File: config.mk
export PLATFORM = sky130hd
export DESIGN_NAME = mem_arbiter
export DESIGN_NICKNAME = d
export VERILOG_FILES = /design/src/rtl/mem_arbiter.sv
export SDC_FILE = /design/constraint.sdc
export NUM_CORES = 1
export LEC_CHECK = 0
export CORE_UTILIZATION = 30
export CTS_CLUSTER_SIZE = 14
export DETAILED_ROUTE_END_ITERATION = 6
export PLACE_DENSITY = 0.61
export SLEW_MARGIN = 20
export SYNTH_ARGS = -nofsm -noshare
export SYNTH_HDL_FRONTEND = slang
export SYNTH_SLANG_ARGS = --single-unit
export TNS_END_PERCENT = 100
File: constraint.sdc
create_clock -name clk -period 1.8 [get_ports clk]
set_input_delay 0.36 -clock clk [delete_from_list [all_inputs] [get_ports clk]]
set_output_delay 0.36 -clock clk [all_outputs]
set_load 0.02 [all_outputs]
File: src/rtl/mem_arbiter.sv
// Two-port memory arbiter: instruction-fetch and data sides share one memory port.
// Round-robin grant on collision, registered handshakes, and a BUSY timeout that raises a sticky bus_err.
module mem_arbiter #(
    parameter int ADDR_W  = 32,
    parameter int DATA_W  = 32,
    parameter int TIMEOUT = 255
) (
    input  logic              clk,
    input  logic              rst_n,
    input  logic              ic_req,
    input  logic [ADDR_W-1:0] ic_addr,
    output logic [DATA_W-1:0] ic_rdata,
    output logic              ic_ack,
    input  logic              dc_req,
    input  logic              dc_we,
    input  logic [ADDR_W-1:0] dc_addr,
    input  logic [DATA_W-1:0] dc_wdata,
    output logic [DATA_W-1:0] dc_rdata,
    output logic              dc_ack,
    output logic              mem_req,
    output logic              mem_we,
    output logic [ADDR_W-1:0] mem_addr,
    output logic [DATA_W-1:0] mem_wdata,
    input  logic [DATA_W-1:0] mem_rdata,
    input  logic              mem_ready,
    output logic              mem_stall,
    output logic              bus_err
);

    typedef enum logic [1:0] {
        IDLE,
        BUSY,
        RESP
    } state_t;

    // The counter only has to reach TIMEOUT-1: the cycle it sits there is the last BUSY cycle.
    localparam int              CNT_W    = (TIMEOUT < 2) ? 1 : $clog2(TIMEOUT);
    localparam logic [CNT_W-1:0] CNT_LAST = CNT_W'(TIMEOUT - 1);

    state_t           state;
    logic [CNT_W-1:0] busy_cnt;
    logic             gnt_d;
    logic             last_d;
    logic             pick_d;
    logic             done;

    // On a collision the data side wins unless it was the side granted last.
    assign pick_d    = dc_req & (~ic_req | ~last_d);
    assign done      = mem_ready | (busy_cnt == CNT_LAST);
    assign mem_stall = (ic_req & ~ic_ack) | (dc_req & ~dc_ack);

    always_ff @(posedge clk or negedge rst_n) begin
        if (!rst_n) begin
            state     <= IDLE;
            busy_cnt  <= '0;
            gnt_d     <= 1'b0;
            last_d    <= 1'b0;
            mem_req   <= 1'b0;
            mem_we    <= 1'b0;
            mem_addr  <= '0;
            mem_wdata <= '0;
            ic_rdata  <= '0;
            dc_rdata  <= '0;
            ic_ack    <= 1'b0;
            dc_ack    <= 1'b0;
            bus_err   <= 1'b0;
        end else begin
            ic_ack <= 1'b0;
            dc_ack <= 1'b0;
            case (state)
                IDLE: begin
                    if (ic_req || dc_req) begin
                        state    <= BUSY;
                        mem_req  <= 1'b1;
                        busy_cnt <= '0;
                        gnt_d    <= pick_d;
                        last_d   <= pick_d;
                        if (pick_d) begin
                            mem_we    <= dc_we;
                            mem_addr  <= dc_addr;
                            mem_wdata <= dc_wdata;
                        end else begin
                            mem_we    <= 1'b0;
                            mem_addr  <= ic_addr;
                            mem_wdata <= '0;
                        end
                    end
                end
                BUSY: begin
                    if (done) begin
                        state   <= RESP;
                        mem_req <= 1'b0;
                        mem_we  <= 1'b0;
                        if (!mem_ready) begin
                            bus_err <= 1'b1;
                        end
                        // A timed-out read returns zero; writes never touch the read register.
                        if (gnt_d) begin
                            dc_ack <= 1'b1;
                            if (!mem_we) begin
                                dc_rdata <= mem_ready ? mem_rdata : '0;
                            end
                        end else begin
                            ic_ack   <= 1'b1;
                            ic_rdata <= mem_ready ? mem_rdata : '0;
                        end
                    end else begin
                        busy_cnt <= busy_cnt + 1'b1;
                    end
                end
                RESP: begin
                    state <= IDLE;
                end
                default: begin
                    state <= IDLE;
                end
            endcase
        end
    end

endmodule

==> results.json <==
{
  "yosysTopAreaCell": "dfrtp_1",
  "die_h_um": 142,
  "yosysTopAreaCellShare_pct": 61.7,
  "clock_tree.root_cell": "clkbuf_16",
  "grt_pass1_vias": 5192,
  "grt_usage_pct": 17.2,
  "start_util_pct": 30.9,
  "power_frac_seq_pct": 32.4,
  "setup_violations": 0,
  "grt_max_degree": 83,
  "clkPwrFrac_pct": 20.3,
  "critPathTopFamily": "buffers and inverters",
  "drtIter0Drc": 144,
  "grt_overflow": 0,
  "p_leak_nw": 4.34,
  "synth_seq_cells": 144,
  "diodes": 0,
  "syn_to_final_growth_pct": 63.5,
  "routedWlPerCell_um": 17.0,
  "yosys_most_used_dff": "dfrtp_1",
  "synth_edf_count": 0,
  "clk_path_buf_depth": 2,
  "rsz0062_at_grt": "false",
  "clock_latency_ns": 0.41,
  "place_congestion": 0.740,
  "critPathLaunchType": "flip-flop",
  "std_cell_rows": 50,
  "clock.fmax_ghz": 0.568,
  "drive_gt1_share_pct": 9.96,
  "syn_inst": 436,
  "grt_pass1_wl_mm": 26.8,
  "synth.avg_cell_area_um2": 13.4,
  "worstPathArrival_ns": 1.40,
  "cts_tree": "built",
  "whs_ns": 0.408,
  "layout_min_cycle_time_ns": 1.76,
  "intPower_mw": 10.8,
  "firstDrtPassIters": 4,
  "cp_max_fo": 2,
  "antenna_left": 0,
  "vias_per_cell": 4.83,
  "grtUsageMet1_pct": 19.6,
  "numClockSinks": 144,
  "slew_viol_final": 0,
  "yosysSeqAreaShare_pct": 61.7,
  "htree_levels": 4,
  "final_common_cell": "clkdlybuf4s50_1",
  "io_pins": 268,
  "cts_buffers": 17,
  "rrSetupSlack_ns": 0.09,
  "status": "complete, no violations",
  "max_stage_delay_ns": 0.64,
  "nets": 848,
  "powerDensity_mw_per_mm2": 1790,
  "cp_slowest_cell": "clkdlybuf4s50_1",
  "rr_endpoint": "ic_rdata[1]",
  "drc": 0,
  "synth_area_mm2": 0.00584,
  "top_usage_layer": "met2",
  "multi_input_area_mm2": 0.00197,
  "maxCapViolations": 0,
  "fin_ws_ns": 0.0405,
  "synth_cell_types": 41,
  "p_switching_mw": 6.27,
  "final_cell_mix": "242 x clkdlybuf4s50_1, 144 x dfrtp_1, 64 x a32o_1, 36 x nand2_1, 34 x o21ai_0",
  "clkTransAtPathRegs_ns": 0.06,
  "r2r-start": "busy_cnt[1]",
  "end_kind": "output port",
  "worst_slew_margin_rel_pct": 74.3,
  "crit_type": "flip-flop to output port",
  "met3_usage_pct": 4.02,
  "drt-total-wl_mm": 16.7,
  "die_area_mm2": 0.0200,
  "num_vias": 4743,
  "io_buffers": 267,
  "grt_use_met2_pct": 30.0,
  "crit_required_ns": 1.44,
  "cp.depth": 1,
  "seq_area_mm2": 0.00360,
  "switching_share_pct": 36.7,
  "cp_cell_sequence": "clkdlybuf4s50_1",
  "yosys-top-cells-area": "dfrtp_1 62%, a32o_1 11%, mux2i_1 5.5%, a22o_1 4.8%, o21ai_0 2.9%",
  "final_util_pct": 50.6,
  "combPwrFrac_pct": 47.3,
  "dpl.hpwl_mm": 12.1,
  "die-width_um": 142,
  "r2r_cells": 6,
  "period_share_pct": 97.7,
  "ir_drop_uv": 853,
  "async_reset_ff_share_pct": 100,
  "path_buf_inv": 1,
  "tightest_slew_ns": 0.386,
  "yosys_warnings": 0,
  "hold_violations": 0,
  "finalClockSkew_ns": 0.00921,
  "fillerInstances": 1690,
  "grt_antenna_before_repair": 0,
  "pre_cts_slack_ns": -0.211,
  "synth_fp_nets": 572,
  "hp-class": "input pin to asynchronous set/reset pin",
  "core-area_mm2": 0.0189
}
## state kept, by name (all words and copies together) (netlist names), 2 cells and up
name,flops
busy_cnt,8
state,2
mem_wdata,32
ic_rdata,32
dc_rdata,32
mem_addr,32
## Yosys cell counts (all sizes together) (2+ instances only)
| library cell | count |
|---|---|
| dfrtp | 144 |
| a32o | 65 |
| nand2 | 36 |
| o21ai | 36 |
| a22o | 32 |
| mux2i | 32 |
| buf | 31 |
| nand3 | 12 |
| inv | 8 |
| clkbuf | 6 |
| a21oi | 5 |
| nor2 | 4 |
| a31oi | 3 |
| nand2b | 3 |
| a21o | 2 |
| ha | 2 |
| nor2b | 2 |
## cell type report
class                      count  area share [%]
clock inverter                 8            1.11
inverter                       8           0.314
timing repair buffer         294            31.8
sequential                   144            37.7
tap                          260            3.40
clock buffer                  22            5.07
multi-input combinational    247            20.6
## cell families after synthesis
kind of cell | count (synthesis) | share of synthesized area [%]
flops | 144 | 61.7
compound gates | 149 | 21.3
buf+inv | 45 | 5.03
fa+ha+maj | 2 | 0.428
mux | 32 | 5.48
simple gates | 64 | 6.10
## power by group through the flow
stage          Clock (mW)  Combinational, mW  Sequential [mW]
3_3_place_gp            0               8.09             5.53
3_5_place_dp            0               8.23             5.59
5_1_grt              3.72               8.58             5.73
2_1_floorplan           0               2.49             7.20
6_report             3.47               8.09             5.53
4_1_cts              3.58               8.24             5.57
## worst max-delay path by stage
| stage | end | slack (ns) | from |
|---|---|---|---|
| after floorplan | ic_rdata[10] | 0.23 | busy_cnt[0] |
| after global placement | mem_stall | -0.22 | ic_req |
| after detailed placement | mem_stall | -0.21 | ic_req |
| after CTS | mem_addr[6] | 0.006 | mem_addr[6] |
| after global routing | dc_rdata[8] | 0.00003 | dc_rdata[8] |
| final | ic_rdata[26] | 0.04 | ic_rdata[26] |
## stage by stage
stage / area [µm²] / total power, mW / TNS (ns) / instances
2_1_floorplan: 5840 / 9.69 / 0 / 436
3_3_place_gp: 8910 / 13.6 / -5.61 / 952
3_5_place_dp: 8910 / 13.8 / -8.24 / 952
4_1_cts: 9510 / 17.4 / 0 / 983
5_1_grt: 9560 / 18.0 / 0 / 983
6_report: 9560 / 17.1 / 0 / 983
## layer usage
| metal | wire (µm) | vias to the layer above |
|---|---|---|
| met2 | 8460 | 160 |
| met3 | 879 | 28 |
| met4 | 499 | 0 |
| met1 | 6860 | 2331 |
| met5 | 0 | - |
| li1 | - | 2224 |
## timing repair
action / in CTS / in global routing
endpoints found under the hold margin: 30 / 0
buffers inserted: 0 / 0
gates resized for setup: 3 / 23
hold buffers: 1 / 0
setup endpoints to repair: 3 / 22
No activity file was read; power rests on OpenSTA's default activity.
==> edit 1, RTL diff (same settings) <==
The parameter `TIMEOUT` goes from 255 to 510.
--- a/src/rtl/mem_arbiter.sv
+++ b/src/rtl/mem_arbiter.sv
@@ -3,7 +3,7 @@
 module mem_arbiter #(
     parameter int ADDR_W  = 32,
     parameter int DATA_W  = 32,
-    parameter int TIMEOUT = 255
+    parameter int TIMEOUT = 510
 ) (
     input  logic              clk,
     input  logic              rst_n,
Check against the original RTL: same outputs for any inputs over 4 cycles, from zero or initial values and one cycle with rst_n low; that may be too few to reach the edited logic, so the function may still have changed.
==> edit 1 against the original RTL <==
Sequential share of layout area is 0.12 points higher. Maximum frequency shrank 0.41%. Total power grew 0.96%. Wire length increased by 10%. Cell area grew 0.38%. Sequential cell count increased by 1. Worst setup slack worse by 0.0072 ns. Synthesized area shrank 2.4%. Sequential power fell by 0.9%. Die area shrank 2.4%. Largest cell class unchanged.
==> edit 1: results (changes against the original RTL) <==
Run status
  – Outcome: completed (unchanged)

Placed design
  – Dpl cells: 931 (was 952)
  – Placement Setup Slack: -0.234 ns (was -0.211 ns)
  – Dpl hpwl: 12500 um (was 12100 um)
  – Placer congestion estimate: 0.756 (was 0.740)

Drt
  – Detail Route met3 WL: 1350 um (was 879 um)
  – Vias per cell: 5.07 (was 4.83)
  – Drt wl/cell: 19.0 um (was 17.0 um)
  – DR iter-0 viols: 227 (was 144)
  – Met1 WL: 7660 um (was 6860 um)
  – Metal2 WL: 9060 um (was 8460 um)
  – Via Count: 4902 (was 4743)

Pwr
  – IR drop worst, VDD: 815 uV (was 853 uV)
  – Internal: 10.9 mW (was 10.8 mW)
  – Comb pwr share: 47.1% (was 47.3%)
  – P_leak: 4.39 nW (was 4.34 nW)

GRT
  – Tot GR Track Use: 18.7% (was 17.2%)
  – Vias in the first global route: 5159 (was 5192)
  – Met2 usage: 31.7% (was 30.0%)
  – M1 GR Usage: 22.2% (was 19.6%)

Finish
  – Non-clock inverter count in the final layout: 9 (was 8)
  – # fillers: 1628 (was 1690)
  – Register Area: 3630 sq um (was 3600 sq um)
  – Final nets: 855 (was 848)
  – Non-clock buffer share: 32.1% (was 31.8%)
  – Layout cells sized above 1: 10.1% (was 9.96%)
  – Signal buffers: 299 (was 294)
  – Area occupied by multi-input gates: 1940 sq um (was 1970 sq um)

Synth
  – Synth top area cells: dfrtp_1 (64%), a32o_1 (11%), mux2i_1 (5.6%), a22o_1 (4.9%), o21ai_0 (3.1%) (was dfrtp_1 (62%), a32o_1 (11%), mux2i_1 (5.5%), a22o_1 (4.8%), o21ai_0 (2.9%))
  – Mapped Nets: 574 (was 572)
  – Complex-gate fraction of the synthesized area: 22.2% (was 21.3%)
  – Cells after Synth: 438 (was 436)
  – Register area share after synthesis: 63.6% (was 61.7%)
  – Synth Area in XOR/XNOR: 0% (unchanged)
  – Netlist cell types: 34 (was 41)
  – Mux cell area share after synthesis: 5.62% (was 5.48%)
  – Post-Synth Adder-Cell Area: 0.439% (was 0.428%)

STA
  – Worst setup margin: 0.0333 ns (was 0.0405 ns)
  – Skew final: 0.00704 ns (was 0.00921 ns)

Clock network
  – Worst-path clk slew: 0.06 ns (about the same)
  – CTS sink count: 145 (was 144)

Setup path
  – R2R setup slack: 0.05 ns (was 0.09 ns)
## edit 1: cell types whose count changed in the layout (fill, tap and decap cells not counted), moves of 3 or more
cell and delta:
clkdlybuf4s50_1 -8, buf_4 +5, dlygate4sd2_1 +4, dlymetal6s2s_1 +4, o31ai_1 +4, a31oi_1 -3
## edit 1: worst paths after layout
check | end | startpoint | cells past startpoint
setup reg to reg | dc_rdata[5] | busy_cnt[1] | 7
min in group clk | mem_addr[29] | mem_addr[29] | 2
max in group asynchronous | mem_wdata[11] | rst_n | 3
hold reg to reg | mem_addr[29] | mem_addr[29] | 2
hold / removal | ic_rdata[22] | rst_n | 2
setup / recovery | mem_wdata[11] | mem_wdata[11] | 1
## edit 1: repair_timing
action	in CTS	in global routing
cloned	0	2
pin swaps	0	1
endpoints found under the setup margin	7	94
endpoints found under the hold margin	42	0
hold buffers	1	0
resized for setup	7	32
buffers inserted	0	0
## edit 1: worst register-to-register path: stages, from the launching register on
cell     delay [ns]
dfrtp_1        0.39
inv_2          0.07
ha_4           0.13
nand4_1        0.16
o21ai_2        0.24
nand3_1        0.17
buf_12         0.20
a32o_1         0.26
## edit 1: per-stage QoR
stage                     cell area, sq um  total power, mW  hold WS [ns]  TNS (ns)  util [%]
after global routing                  9590             18.2         0.457    -0.141      51.4
final                                 9590             17.3         0.441         0      51.4
after detailed placement              8850             13.7         0.327     -7.15      47.5
after floorplan                       5700             9.44        0.0644         0         -
after CTS                             9460             17.4         0.445         0      50.8
after global placement                8850             13.5         0.321     -5.02      47.5
## edit 1: cell families (layout without fill, tap and decap cells)
family	after synthesis	in the layout
AO/OA/AOI/OAI	154	154
adder cells (fa/ha/maj)	2	2
AND/OR/NAND/NOR	59	59
multiplexers	32	32
buffers and inverters	46	340
flip-flops	145	145
==> edit 2, RTL diff (config.mk and constraints unchanged) <==
Without the edit above. The 3 states of `state_t` get a one-hot encoding in 3 bits.
--- a/src/rtl/mem_arbiter.sv
+++ b/src/rtl/mem_arbiter.sv
@@ -27,10 +27,10 @@
     output logic              bus_err
 );
 
-    typedef enum logic [1:0] {
-        IDLE,
-        BUSY,
-        RESP
+    typedef enum logic [2:0] {
+        IDLE = 3'b001,
+        BUSY = 3'b010,
+        RESP = 3'b100
     } state_t;
 
     // The counter only has to reach TIMEOUT-1: the cycle it sits there is the last BUSY cycle.
Check against the original RTL: no difference found for any inputs over 4 cycles, from zero or initial values and one cycle with rst_n low; so few cycles prove little.
==> edit 2 against the original RTL <==
Total power shrank 3.6%. Synthesized cell count grew 16%. Sequential cell count grew 1. Critical path depth is the same. Largest power group unchanged. Cell area grew 0.80%. Synthesized area shrank 0.92%. Clock skew grew 0.00097 ns. Critical path type unchanged. Maximum frequency shrank 0.48%. Largest cell class unchanged. Wire length grew 2.6%. Critical endpoint is now ic_rdata[1]. Die area shrank 0.91%. Worst setup slack lost 0.0086 ns.
==> edit 2: results (changes against the original RTL) <==
Drt
  – Drt wl/cell: 16.1 um (was 17.0 um)
  – Vias per cell: 4.64 (was 4.83)

Run status
  – Outcome: completed (unchanged)

Finish
  – Signal buffers: 299 (was 294)
  – Seq area share: 37.7% (about the same)
  – # fillers: 1668 (was 1690)
  – Area occupied by multi-input gates: 1990 sq um (was 1970 sq um)
  – Clock network share of area: 5.78% (was 6.18%)

Placed design
  – Placer congestion estimate: 0.790 (was 0.740)
  – Placed cell areas: 8980 sq um (was 8910 sq um)
  – Dpl cells: 1028 (was 952)

Pwr
  – IR drop worst, VDD: 632 uV (was 853 uV)
  – Switch Pwr: 6.22 mW (was 6.27 mW)
  – P_leak: 4.69 nW (was 4.34 nW)

Setup path
  – Crit-path max cell delay: 0.62 ns (was 0.64 ns)
  – RR Startpoint: state[0] (was busy_cnt[1])

GRT
  – Largest net degree at the start of global routing: 89 (was 83)
  – First-pass GRT wire length: 27800 um (was 26800 um)
  – Vias in the first global route: 5285 (was 5192)

Synth
  – Mapped Nets: 641 (was 572)
  – Synth Area in XOR/XNOR: 0.151% (was 0%)
  – Mux cell area share after synthesis: 5.79% (was 5.48%)
  – Synth cell count leaders: dfrtp_1 (144), nand2_1 (103), a22o_1 (64) (was dfrtp_1 (144), a32o_1 (64), nand2_1 (36))
  – Synth top area cells: dfrtp_1 (62%), a22o_1 (9.7%), nand2_1 (6.7%), mux2i_1 (5.5%), o21ai_0 (5.3%) (was dfrtp_1 (62%), a32o_1 (11%), mux2i_1 (5.5%), a22o_1 (4.8%), o21ai_0 (2.9%))
  – Cells after Synth: 505 (was 436)

STA
  – Skew final: 0.0102 ns (was 0.00921 ns)

Clock network
  – CTS sink count: 145 (was 144)
## edit 2: cell types whose count changed in the layout (fill, tap and decap cells not counted), sizes merged, moves of 7 or more
cell | before | now
a22o | 32 | 64
a32o | 65 | 0
clkdlybuf4s50 | 242 | 219
dlymetal6s2s | 21 | 38
inv | 8 | 15
nand2 | 36 | 103
o21ai | 36 | 72
## edit 2: power groups by stage
stage,Clock (mW),Combinational (mW),Sequential [mW]
final,3.35,7.58,5.55
after CTS,3.45,7.74,5.58
after floorplan,0,2.11,7.22
after detailed placement,0,7.76,5.61
after global routing,3.58,8.14,5.75
after global placement,0,7.67,5.56
## edit 2: kinds of logic after synthesis
logic type                 after synthesis
AOI/OAI and AO/OA                      152
DFF                                    145
adders and majority gates                2
and+or+nand+nor                        130
muxes                                   33
xor gates and xnor gates                 1
buffers and inverters                   42
## edit 2: worst min path at each step
stage	startpoint	endpoint	depth (start not counted)
final	rst_n	dc_rdata[9]	2
after global routing	dc_wdata[30]	mem_wdata[30]	3
after CTS	rst_n	dc_rdata[0]	2
after detailed placement	rst_n	dc_rdata[0]	1
after global placement	rst_n	dc_rdata[0]	1
after floorplan	rst_n	bus_err	0
## edit 2: layer usage
layer	wire length, um	up-vias	track usage [%]	part of all wire [%]
met5	6	-	0	0.035
met4	167	2	5.26	0.98
met3	1380	12	5.91	8.0
met2	8450	216	30.9	49
met1	7130	2352	21.4	42
li1	-	2344	-	-
## edit 2: what timing repair did
| item | 4_1_cts | 5_1_grt |
|---|---|---|
| resized for setup | 9 | 42 |
| hold endpoints to repair | 45 | 0 |
| hold buffers | 1 | 0 |
| setup endpoints to repair | 29 | 103 |
